File: src/rtl/mic_sample_ctrl.sv
// Frame sequencer for CHANNELS serial ADCs sharing sclk/cs_b, plus a first-word-fall-through
// sample FIFO. A frame starts on a rising trigger or on each continuous-mode period tick.
module mic_sample_ctrl #(
    parameter int CHANNELS   = 2,
    parameter int DATA_W     = 12,
    parameter int FRAME_BITS = 16,
    parameter int CLK_DIV    = 8,
    parameter int FIFO_DEPTH = 4,
    parameter int PERIOD     = 200
) (
    input  logic                         i_sysclk,
    input  logic                         i_reset,
    input  logic                         i_trigger,
    input  logic                         i_continuous,
    input  logic [CHANNELS-1:0]          i_miso,
    output logic                         o_cs_b,
    output logic                         o_sclk,
    input  logic                         i_rd_en,
    output logic [CHANNELS*DATA_W-1:0]   o_rd_data,
    output logic [$clog2(FIFO_DEPTH):0]  o_fifo_count,
    output logic                         o_fifo_empty,
    output logic                         o_fifo_full,
    output logic                         o_overflow,
    output logic                         o_missed,
    input  logic                         i_clear_flags,
    output logic                         o_interrupt,
    output logic                         o_busy
);

    localparam int H  = CLK_DIV / 2;
    localparam int HW = (H > 1) ? $clog2(H) : 1;
    localparam int BW = (FRAME_BITS > 1) ? $clog2(FRAME_BITS) : 1;
    localparam int PW = (PERIOD > 1) ? $clog2(PERIOD) : 1;
    localparam int AW = $clog2(FIFO_DEPTH);
    localparam int CW = AW + 1;
    localparam int SW = CHANNELS * DATA_W;

    typedef enum logic [1:0] {S_IDLE, S_SETUP, S_SHIFT, S_QUIET} state_t;

    state_t          r_state, w_state_nxt;
    logic            r_cs_b, r_sclk, w_cs_b_nxt, w_sclk_nxt;
    logic [HW-1:0]   r_half_cnt;
    logic [BW-1:0]   r_bit_cnt;
    logic [PW-1:0]   r_period_cnt;
    logic            r_trigger_d, r_trig_block;
    logic            r_overflow, r_missed, r_interrupt;
    logic [DATA_W-1:0] r_shift [CHANNELS];
    logic [SW-1:0]   r_mem [FIFO_DEPTH];
    logic [AW-1:0]   r_wr_ptr, r_rd_ptr;
    logic [CW-1:0]   r_count;

    logic w_period_tick, w_start, w_half_last, w_bit_last;
    logic w_shift_en, w_bit_adv, w_frame_done;
    logic w_full, w_pop, w_push, w_drop;
    logic [SW-1:0] w_sample;

    assign w_period_tick = i_continuous & (r_period_cnt == PW'(PERIOD - 1));
    // A trigger already high when reset releases stays blocked until it has been seen low.
    assign w_start       = (i_trigger & ~r_trigger_d & ~r_trig_block) | w_period_tick;
    assign w_half_last   = (r_half_cnt == HW'(H - 1));
    assign w_bit_last    = (r_bit_cnt == BW'(FRAME_BITS - 1));

    always_comb begin
        // NOTE: every signal driven here gets a default first, so no path through the case infers a latch.
        w_state_nxt  = r_state;
        w_cs_b_nxt   = r_cs_b;
        w_sclk_nxt   = r_sclk;
        w_shift_en   = 1'b0;
        w_bit_adv    = 1'b0;
        w_frame_done = 1'b0;
        case (r_state)
            S_IDLE: if (w_start) begin
                w_state_nxt = S_SETUP;
                w_cs_b_nxt  = 1'b0;
            end
            S_SETUP: if (w_half_last) begin
                w_state_nxt = S_SHIFT;
                w_sclk_nxt  = 1'b0;
            end
            S_SHIFT: if (w_half_last) begin
                if (!r_sclk) begin
                    w_sclk_nxt = 1'b1;
                    w_shift_en = 1'b1;
                end else if (w_bit_last) begin
                    w_cs_b_nxt   = 1'b1;
                    w_frame_done = 1'b1;
                    w_state_nxt  = S_QUIET;
                end else begin
                    w_sclk_nxt = 1'b0;
                    w_bit_adv  = 1'b1;
                end
            end
            S_QUIET: if (w_half_last) w_state_nxt = S_IDLE;
            default: w_state_nxt = S_IDLE;
        endcase
    end

    always_ff @(posedge i_sysclk) begin
        // NOTE: sequential state uses <= so every register sees pre-edge values regardless of block order.
        if (i_reset) begin
            r_state    <= S_IDLE;
            r_cs_b     <= 1'b1;
            r_sclk     <= 1'b1;
            r_half_cnt <= '0;
            r_bit_cnt  <= '0;
        end else begin
            r_state    <= w_state_nxt;
            r_cs_b     <= w_cs_b_nxt;
            r_sclk     <= w_sclk_nxt;
            r_half_cnt <= (r_state == S_IDLE || w_half_last) ? '0 : r_half_cnt + HW'(1);
            if (r_state != S_SHIFT) r_bit_cnt <= '0;
            else if (w_bit_adv)     r_bit_cnt <= r_bit_cnt + BW'(1);
        end
    end

    always_ff @(posedge i_sysclk) begin
        if (i_reset) begin
            r_period_cnt <= '0;
            r_trigger_d  <= 1'b0;
            r_trig_block <= i_trigger;
        end else begin
            r_period_cnt <= (!i_continuous || w_period_tick) ? '0 : r_period_cnt + PW'(1);
            r_trigger_d  <= i_trigger;
            r_trig_block <= r_trig_block & i_trigger;
        end
    end

    always_ff @(posedge i_sysclk) begin
        if (w_shift_en) begin
            for (int k = 0; k < CHANNELS; k++)
                r_shift[k] <= {r_shift[k][DATA_W-2:0], i_miso[k]};
        end
    end

    always_comb begin
        w_sample = '0;
        for (int k = 0; k < CHANNELS; k++)
            w_sample[k*DATA_W +: DATA_W] = r_shift[k];
    end

    // A full FIFO still accepts a sample when the head is popped on the same edge.
    assign w_full = (r_count == CW'(FIFO_DEPTH));
    assign w_pop  = i_rd_en & (r_count != '0);
    assign w_push = w_frame_done & (~w_full | w_pop);
    assign w_drop = w_frame_done & w_full & ~w_pop;

    // NOTE: the sample array is left out of reset; pointers and count alone define which entries are valid.
    always_ff @(posedge i_sysclk) begin
        if (w_push) r_mem[r_wr_ptr] <= w_sample;
    end

    always_ff @(posedge i_sysclk) begin
        if (i_reset) begin
            r_wr_ptr    <= '0;
            r_rd_ptr    <= '0;
            r_count     <= '0;
            r_overflow  <= 1'b0;
            r_missed    <= 1'b0;
            r_interrupt <= 1'b0;
        end else begin
            if (w_push) r_wr_ptr <= r_wr_ptr + AW'(1);
            if (w_pop)  r_rd_ptr <= r_rd_ptr + AW'(1);
            if (w_push && !w_pop)      r_count <= r_count + CW'(1);
            else if (!w_push && w_pop) r_count <= r_count - CW'(1);
            r_overflow  <= w_drop | (r_overflow & ~i_clear_flags);
            r_missed    <= (w_start & (r_state != S_IDLE)) | (r_missed & ~i_clear_flags);
            r_interrupt <= w_push;
        end
    end

    assign o_cs_b       = r_cs_b;
    assign o_sclk       = r_sclk;
    assign o_rd_data    = r_mem[r_rd_ptr];
    assign o_fifo_count = r_count;
    assign o_fifo_empty = (r_count == '0);
    assign o_fifo_full  = w_full;
    assign o_overflow   = r_overflow;
    assign o_missed     = r_missed;
    assign o_interrupt  = r_interrupt;
    assign o_busy       = (r_state != S_IDLE);

endmodule

File: config.mk
export PLATFORM = sky130hd
export DESIGN_NAME = mic_sample_ctrl
export DESIGN_NICKNAME = d
export VERILOG_FILES = /design/src/rtl/mic_sample_ctrl.sv
export SDC_FILE = /design/constraint.sdc
export NUM_CORES = 1
export LEC_CHECK = 0
export CELL_PAD_IN_SITES_DETAIL_PLACEMENT = 1
export CELL_PAD_IN_SITES_GLOBAL_PLACEMENT = 1
export CORE_ASPECT_RATIO = 0.8
export CORE_MARGIN = 4
export CORE_UTILIZATION = 40
export DETAILED_ROUTE_END_ITERATION = 16
export PLACE_DENSITY_LB_ADDON = 0.1
export SYNTH_ARGS = -nofsm -noshare
export SYNTH_HDL_FRONTEND = slang
export SYNTH_SLANG_ARGS = --single-unit
File: constraint.sdc
create_clock -name i_sysclk -period 2.65 [get_ports i_sysclk]
set_clock_uncertainty 0.15 [all_clocks]
set_input_delay 0.53 -clock i_sysclk [delete_from_list [all_inputs] [get_ports i_sysclk]]
set_output_delay 0.53 -clock i_sysclk [all_outputs]
set_load 0.03 [all_outputs]
==> impl_metrics.sql, run 1 <==
INSERT INTO impl_metrics (metric_group, metric, value, unit) VALUES
('status', 'status', 'completed', ''),
('hold_path', 'timing.hold.worst_path_depth', '1', ''),
('routing', 'antenna_left', '0', ''),
('routing', 'post_drt_via_cell_ratio', '4.95', ''),
('setup_path', 'timing.critical_path.fanout_max', '19', ''),
('timing', 'finalCritPeriodShare', '96.5', '%'),
('floorplanning', 'floorplan.die.width', '141', 'um'),
('floorplanning', 'io-pin-count', '43', ''),
('clock_tree', 'total_clock_buffers_created_by_cts', '17', ''),
('placed_design', 'placed_cell_area', '6470', 'sq um'),
('placed_design', 'place_hpwl', '6320', 'um'),
('finish', 'area.growth.synth_to_final', '24.6', '%'),
('grt', 'track_usage', '14.1', '%'),
('finish', 'fill_cells', '1300', ''),
('setup_path', 'crit_path_start_kind', 'flip-flop', ''),
('yosys', 'synth-edff-count', '120', ''),
('finish', 'layout.cells.non_filler', '571', ''),
('grt', 'overflow', '0', ''),
('pwr', 'share_clk_of_total_power', '39.9', '%'),
('placed_design', 'gp_congestion', '0.689', ''),
('setup_path', 'worst-setup-path-type', 'flip-flop to output port', ''),
('yosys', 'synth_nets', '327', ''),
('yosys', 'synthCells', '306', ''),
('pwr', 'vdd_ir_drop_max', '0.000428', 'V'),
('routing', 'wire_per_inst', '18.2', 'um'),
('setup_path', 'worst_ep_required_time', '1.97', 'ns'),
('pwr', 'swShare', '26.2', '%'),
('yosys', 'syn_avg_cell_area', '18.5', 'sq um'),
('routing', 'drt_iter0_markers', '100', ''),
('yosys', 'yosys.area.top_type', 'sky130_fd_sc_hd__edfxtp_1', ''),
('yosys', 'synth.distinct_cells', '40', ''),
('yosys', 'synthesis.area', '5670', 'sq um'),
('yosys', 'synth_seq_area_share', '74.9', '%'),
('setup_path', 'worstSetupEndpointType', 'output port', ''),
('pwr', 'internal_power', '0.00443', 'W'),
('floorplanning', 'floorplan.die.height', '114', 'um'),
('finish', 'insertedDiodeCount', '0', ''),
('timing', 'setup-tns-final', '0', 'ns'),
('clock_tree', 'clock_tree_from_tritoncts', 'yes', ''),
('grt', 'grt_max_degree', '25', ''),
('setup_path', 'worst_ep_arrival_time', '1.88', 'ns'),
('timing', 'finalSetupViolCount', '0', ''),
('yosys', 'synth_area_leaders', 'sky130_fd_sc_hd__edfxtp_1, sky130_fd_sc_hd__dfxtp_1, sky130_fd_sc_hd__mux4_2', ''),
('timing', 'report.final.slew_viol_count', '0', ''),
('yosys', 'synth_top_area_share', '63.6', '%'),
('setup_path', 'r2r_cells', '10', ''),
('placed_design', 'post-place-cells', '539', ''),
('clock_tree', 'postCtsSetupRepairBufs', '0', ''),
('hold_path', 'worstHoldPathType', 'flip-flop to flip-flop', ''),
('timing', 'maximum_achievable_frequency', '0.391', 'GHz'),
('yosys', 'synth.top_cells.by_count', 'sky130_fd_sc_hd__edfxtp_1, sky130_fd_sc_hd__dfxtp_1, sky130_fd_sc_hd__mux4_2, sky130_fd_sc_hd__nor2_1', ''),
('clock_tree', 'root_buffer_cell', 'sky130_fd_sc_hd__clkbuf_16', ''),
('placed_design', 'place.port_buffers', '42', ''),
('pwr', 'power.total', '0.00601', 'W'),
('timing', 'period_needed', '2.56', 'ns'),
('yosys', 'async_reset_ff_share', '0', '%'),
('routing', 'vias', '2824', ''),
('timing', 'worst-slew-pin-transition', '0.466', 'ns'),
('clock_tree', 'clock-sinks', '152', ''),
('pwr', 'power_switching', '0.00157', 'W'),
('finish', 'design_area', '7060', 'sq um'),
('clock_tree', 'cts_buffer_depth', '2', ''),
('routing', 'detailedRoute.firstPassIterationCount', '4', ''),
('setup_path', 'critical_path.slowest_cell', 'sky130_fd_sc_hd__mux4_2', ''),
('clock_tree', 'postCtsHoldBufs', '0', ''),
('timing', 'slew-limit-headroom', '68.5', '%'),
('pwr', 'power.leakage', '2.38', 'nW'),
('yosys', 'yosys_warnings', '0', ''),
('flow_run', 'drv_cap', '0', ''),
('floorplanning', 'fp-row-count', '38', ''),
('setup_path', 'crit_chain', 'buf_12 > mux4_2 > dlygate4sd2_1', '');
-- worst paths after layout --
kind                 startpoint         endpoint  slack, ns
hold reg to reg   r_half_cnt[0]    r_half_cnt[0]       0.28
setup / recovery      flip-flop    o_rd_data[19]       0.09
hold / removal    r_half_cnt[0]    r_half_cnt[0]       0.28
setup reg to reg     r_state[0]  o_fifo_count[2]       0.22
-- power groups by stage --
| stage | Combinational [W] | Clock (W) | Sequential [W] |
|---|---|---|---|
| finish | 0.000954 | 0.00240 | 0.00266 |
| CTS | 0.000979 | 0.00247 | 0.00266 |
| detailed placement | 0.000986 | 0 | 0.00271 |
| global placement | 0.000968 | 0 | 0.00270 |
| global route | 0.00104 | 0.00257 | 0.00267 |
| floorplan | 0.000589 | 0 | 0.00274 |
-- placed cells by master (no fill, tap or decap), drive strengths merged, types with 3 or more instances in the layout --
cell,Yosys,layout
a21oi,3,3
and2,5,5
and3,3,3
buf,6,34
clkbuf,3,17
clkdlybuf4s50,0,17
clkinvlp,0,5
dfxtp,32,32
dlygate4sd2,0,10
edfxtp,120,120
ha,12,12
inv,8,14
mux2i,4,4
mux4,24,24
nand2b,4,4
nand3,10,10
nor2,24,24
nor2b,3,3
nor3,3,3
nor3b,4,4
xor2,12,12
-- metal layers --
layer | track usage [%] | vias up | part of all wire, %
li1 | - | 1337 | -
met1 | 19.4 | 1429 | 48
met2 | 21.5 | 46 | 47
met3 | 4.18 | 12 | 3.7
met4 | 4.84 | 0 | 1.1
met5 | 0 | - | 0
-- layout make-up --
cell class                 instances  area [sq um]  share of cell area (%)
sequential                       152          4250                    60.1
multi-input combinational        137          1360                    19.3
clock buffer                      17           425                    6.03
clock inverter                    15           169                    2.39
timing repair buffer              62           604                    8.56
tap                              180           225                    3.19
inverter                           8          30.0                   0.425
-- cells by family (layout without fill, tap and decap cells) --
| group | Yosys count | count (layout) | share of synthesized area [%] |
|---|---|---|---|
| adders and majority gates | 13 | 13 | 3.00 |
| buffers and inverters | 17 | 102 | 1.21 |
| muxes | 28 | 28 | 10.2 |
| AOI/OAI and AO/OA | 12 | 12 | 1.57 |
| and+or+nand+nor | 70 | 70 | 6.91 |
| xor gates and xnor gates | 14 | 14 | 2.16 |
| DFF | 152 | 152 | 74.9 |
-- what timing repair did --
item	in CTS	in global routing
setup endpoints to repair	13	1
endpoints found under the hold margin	0	0
pin swaps	0	0
gates cloned	0	0
gates resized for setup	11	1
-- through the flow --
stage / worst slack, ns / hold slack (ns)
6_report: 0.0925 / 0.282
4_1_cts: 0.00319 / 0.288
3_3_place_gp: -0.113 / 0.264
3_5_place_dp: -0.191 / 0.279
5_1_grt: 0.00265 / 0.314
2_1_floorplan: 0.0230 / 0.258
-- critical path, delay by kind of cell (launching register included) --
kind / cells / cell delay [ns]
buf+inv: 2 / 0.58
flops: 1 / 0.34
mux: 1 / 0.54
-- sequential cells by signal, indices dropped and copies added (netlist names), 2 cells and up, named ones only --
register      flops
r_state           2
r_shift          24
r_wr_ptr          2
r_period_cnt      8
r_bit_cnt         4
r_mem            96
r_rd_ptr          2
r_half_cnt        2
o_fifo_count      3
Note: power is estimated with default switching activity, not from simulation.
==> run 2, diff against run 1 <==
Settings changed: REMOVE_ABC_BUFFERS set to 1.
==> run 2 against run 1 <==
Via count is 1.4% higher; worst hold slack better by 0.018 ns; core utilization is 0.12 points higher; worst setup slack worse by 0.017 ns; cell area is 0.23% higher; largest cell class unchanged; routed wire length is 0.19% higher; sequential share of layout area is 0.14 points lower; die area stayed put.
==> impl_metrics.sql, run 2 (same netlist as run 1, synthesis figures left out) <==
INSERT INTO impl_metrics (metric_group, metric, value, unit) VALUES
('setup_path', 'crit-reg2reg-launch', 'r_state[0]', ''),
('floorplanning', 'fp.dieArea', '16100', 'sq um'),
('routing', 'wire_per_inst', '18.2', 'um'),
('finish', 'multi_input_area', '1360', 'sq um'),
('setup_path', 'worst-setup-path-type', 'flip-flop to output port', ''),
('flow_run', 'drv_cap', '0', ''),
('hold_path', 'timing.hold.worst_path_depth', '1', ''),
('finish', 'layout.core_utilization', '51.7', '%'),
('timing', 'slew-limit-headroom', '73.6', '%'),
('setup_path', 'path_depth', '3', ''),
('setup_path', 'path_buf_inv', '2', ''),
('pwr', 'power.leakage', '2.39', 'nW'),
('routing', 'post_drt_via_cell_ratio', '5.01', ''),
('floorplanning', 'io-pin-count', '43', ''),
('routing', 'detailedRoute.firstPassIterationCount', '4', ''),
('setup_path', 'crit_family', 'buffers and inverters', ''),
('timing', 'worst-slew-pin-transition', '0.396', 'ns'),
('pwr', 'cellPowerDensity', '847', 'nW/um^2'),
('clock_tree', 'clock-sinks', '152', ''),
('finish', 'final_cell_mix', 'sky130_fd_sc_hd__edfxtp_1, sky130_fd_sc_hd__dfxtp_1, sky130_fd_sc_hd__buf_4', ''),
('routing', 'wl', '10400', 'um'),
('clock_tree', 'postCtsHoldBufs', '0', ''),
('finish', 'design_area', '7080', 'sq um'),
('setup_path', 'worstSetupEndpointType', 'output port', ''),
('routing', 'vias', '2864', ''),
('finish', 'area.growth.synth_to_final', '24.9', '%'),
('timing', 'maximum_achievable_frequency', '0.388', 'GHz'),
('clock_tree', 'clock_latency', '0.41', 'ns'),
('finish', 'reg_with_most_ffs', 'r_mem', ''),
('timing', 'finalCritPeriodShare', '97.2', '%'),
('grt', 'overflow', '0', ''),
('placed_design', 'place_hpwl', '6120', 'um'),
('hold_path', 'min-delay-start', 'r_half_cnt[0]', ''),
('clock_tree', 'root_buffer_cell', 'sky130_fd_sc_hd__clkbuf_16', ''),
('timing', 'setup-tns-final', '0', 'ns'),
('finish', 'biggestRegsByFlops', 'r_mem x96, r_shift x24, r_period_cnt x8', ''),
('clock_tree', 'total_clock_buffers_created_by_cts', '17', ''),
('pwr', 'vdd_ir_drop_max', '0.000482', 'V'),
('status', 'status', 'completed', ''),
('finish', 'insertedDiodeCount', '0', ''),
('timing', 'hold_violations', '0', ''),
('finish', 'layout-drive-gt1-share', '24.0', '%'),
('setup_path', 'critical_path.slowest_cell', 'sky130_fd_sc_hd__mux4_2', ''),
('finish', 'largest_reg_flops', '96', ''),
('clock_tree', 'clkSlewWorstSetupHoldPaths', '0.06', 'ns'),
('finish', 'layout.cells.non_filler', '572', ''),
('clock_tree', 'postCtsSetupRepairBufs', '0', ''),
('setup_path', 'r2r-end', 'o_fifo_count[2]', ''),
('grt', 'track_usage', '14.0', '%'),
('timing', 'finalSetupViolCount', '0', ''),
('grt', 'grt_pass1_vias', '3076', ''),
('placed_design', 'placed_cell_area', '6470', 'sq um'),
('routing', 'drt_iter0_markers', '225', ''),
('floorplanning', 'floorplan.initialDensity', '41.4', '%'),
('setup_path', 'worst_ep_arrival_time', '1.89', 'ns'),
('placed_design', 'place.port_buffers', '42', ''),
('floorplanning', 'fp-row-count', '38', ''),
('finish', 'seq_area', '4250', 'sq um'),
('grt', 'grt_first_pass_wirelength', '17100', 'um'),
('routing', 'drc', '0', ''),
('clock_tree', 'cts_buffer_depth', '2', ''),
('setup_path', 'worst_ep_required_time', '1.97', 'ns'),
('clock_tree', 'h-tree-depth', '4', ''),
('setup_path', 'setup.reg_to_reg.worst_slack', '0.19', 'ns'),
('finish', 'layout.cells.most_common', 'sky130_fd_sc_hd__edfxtp_1', ''),
('grt', 'grt_antenna_before_repair', '0', ''),
('hold_path', 'min_to', 'r_half_cnt[0]', ''),
('timing', 'period_needed', '2.57', 'ns'),
('setup_path', 'crit_chain', 'buf_12 > mux4_2 > dlygate4sd2_1', ''),
('setup_path', 'crit_path_max_incr_delay', '0.53', 'ns'),
('routing', 'antenna_left', '0', ''),
('finish', 'final_net_count', '400', ''),
('finish', 'fill_cells', '1267', ''),
('floorplanning', 'floorplan.die.height', '114', 'um'),
('floorplanning', 'core_region_area', '13700', 'sq um'),
('placed_design', 'gp_congestion', '0.702', ''),
('placed_design', 'post-place-cells', '539', ''),
('hold_path', 'worstHoldPathType', 'flip-flop to flip-flop', ''),
('floorplanning', 'floorplan.die.width', '141', 'um'),
('setup_path', 'crit_path_start_kind', 'flip-flop', ''),
('timing', 'report.final.slew_viol_count', '0', ''),
('setup_path', 'r2r_cells', '10', ''),
('setup_path', 'timing.critical_path.fanout_max', '12', ''),
('grt', 'grt_max_degree', '25', ''),
('clock_tree', 'clock_tree_from_tritoncts', 'yes', '');
[run 2: final cells by class]
class | instances | area share [%]
sequential | 152 | 60.0
multi-input combinational | 137 | 19.2
timing repair buffer | 63 | 8.86
clock buffer | 17 | 6.01
tap | 180 | 3.18
clock inverter | 15 | 2.37
inverter | 8 | 0.424
[run 2: timing repair]
action	CTS	global route
cloned	0	1
resized for setup	13	1
endpoints found under the setup margin	13	11
[run 2: worst register-to-register path, delay by kind of cell, from the launching register on]
kind	cells	cell delay, ns
adders and majority gates	3	0.78
and+or+nand+nor	3	0.64
DFF	1	0.32
buffers and inverters	2	0.18
xor gates and xnor gates	1	0.16
AOI/OAI and AO/OA	1	0.15
[run 2: report_power, final]
part	total, W	leakage [nW]	switching, W	internal, W
Combinational	0.000950	0.770	0.000525	0.000426
Sequential	0.00266	1.34	0.0000620	0.00259
Clock	0.00239	0.287	0.000982	0.00141
Total	0.00600	2.39	0.00157	0.00443
[run 2: worst max path at each step]
stage,from,to,slack (ns)
2_1_floorplan,o_fifo_count[0],o_fifo_count[2],-0.23
3_3_place_gp,i_rd_en,o_fifo_count[2],-0.13
3_5_place_dp,i_rd_en,o_fifo_count[2],-0.21
4_1_cts,flip-flop,o_rd_data[20],0.001
5_1_grt,flip-flop,o_rd_data[0],-0.004
6_report,flip-flop,o_rd_data[20],0.08
[run 2: per-stage QoR]
step	setup slack (ns)	hold WS, ns	power, W
2_1_floorplan	-0.228	0.252	0.00331
3_3_place_gp	-0.126	0.269	0.00367
3_5_place_dp	-0.209	0.292	0.00369
4_1_cts	0.00134	0.304	0.00606
5_1_grt	-0.00367	0.331	0.00626
6_report	0.0751	0.300	0.00600
[run 2: layer usage]
metal / wire length, um / share of wire, % / vias up / track usage, %
met4: 157 / 1.5 / 0 / 5.23
met3: 376 / 3.6 / 18 / 3.80
li1: - / - / 1337 / -
met1: 4910 / 47 / 1458 / 19.0
met5: 0 / 0 / - / 0
met2: 4990 / 48 / 51 / 21.8
==> run 3, diff against run 2 <==
Settings changed: SKIP_LAST_GASP set to 1.
==> results of run 3 <==
The final DEF is identical to that of run 2; final timing and power are the same.
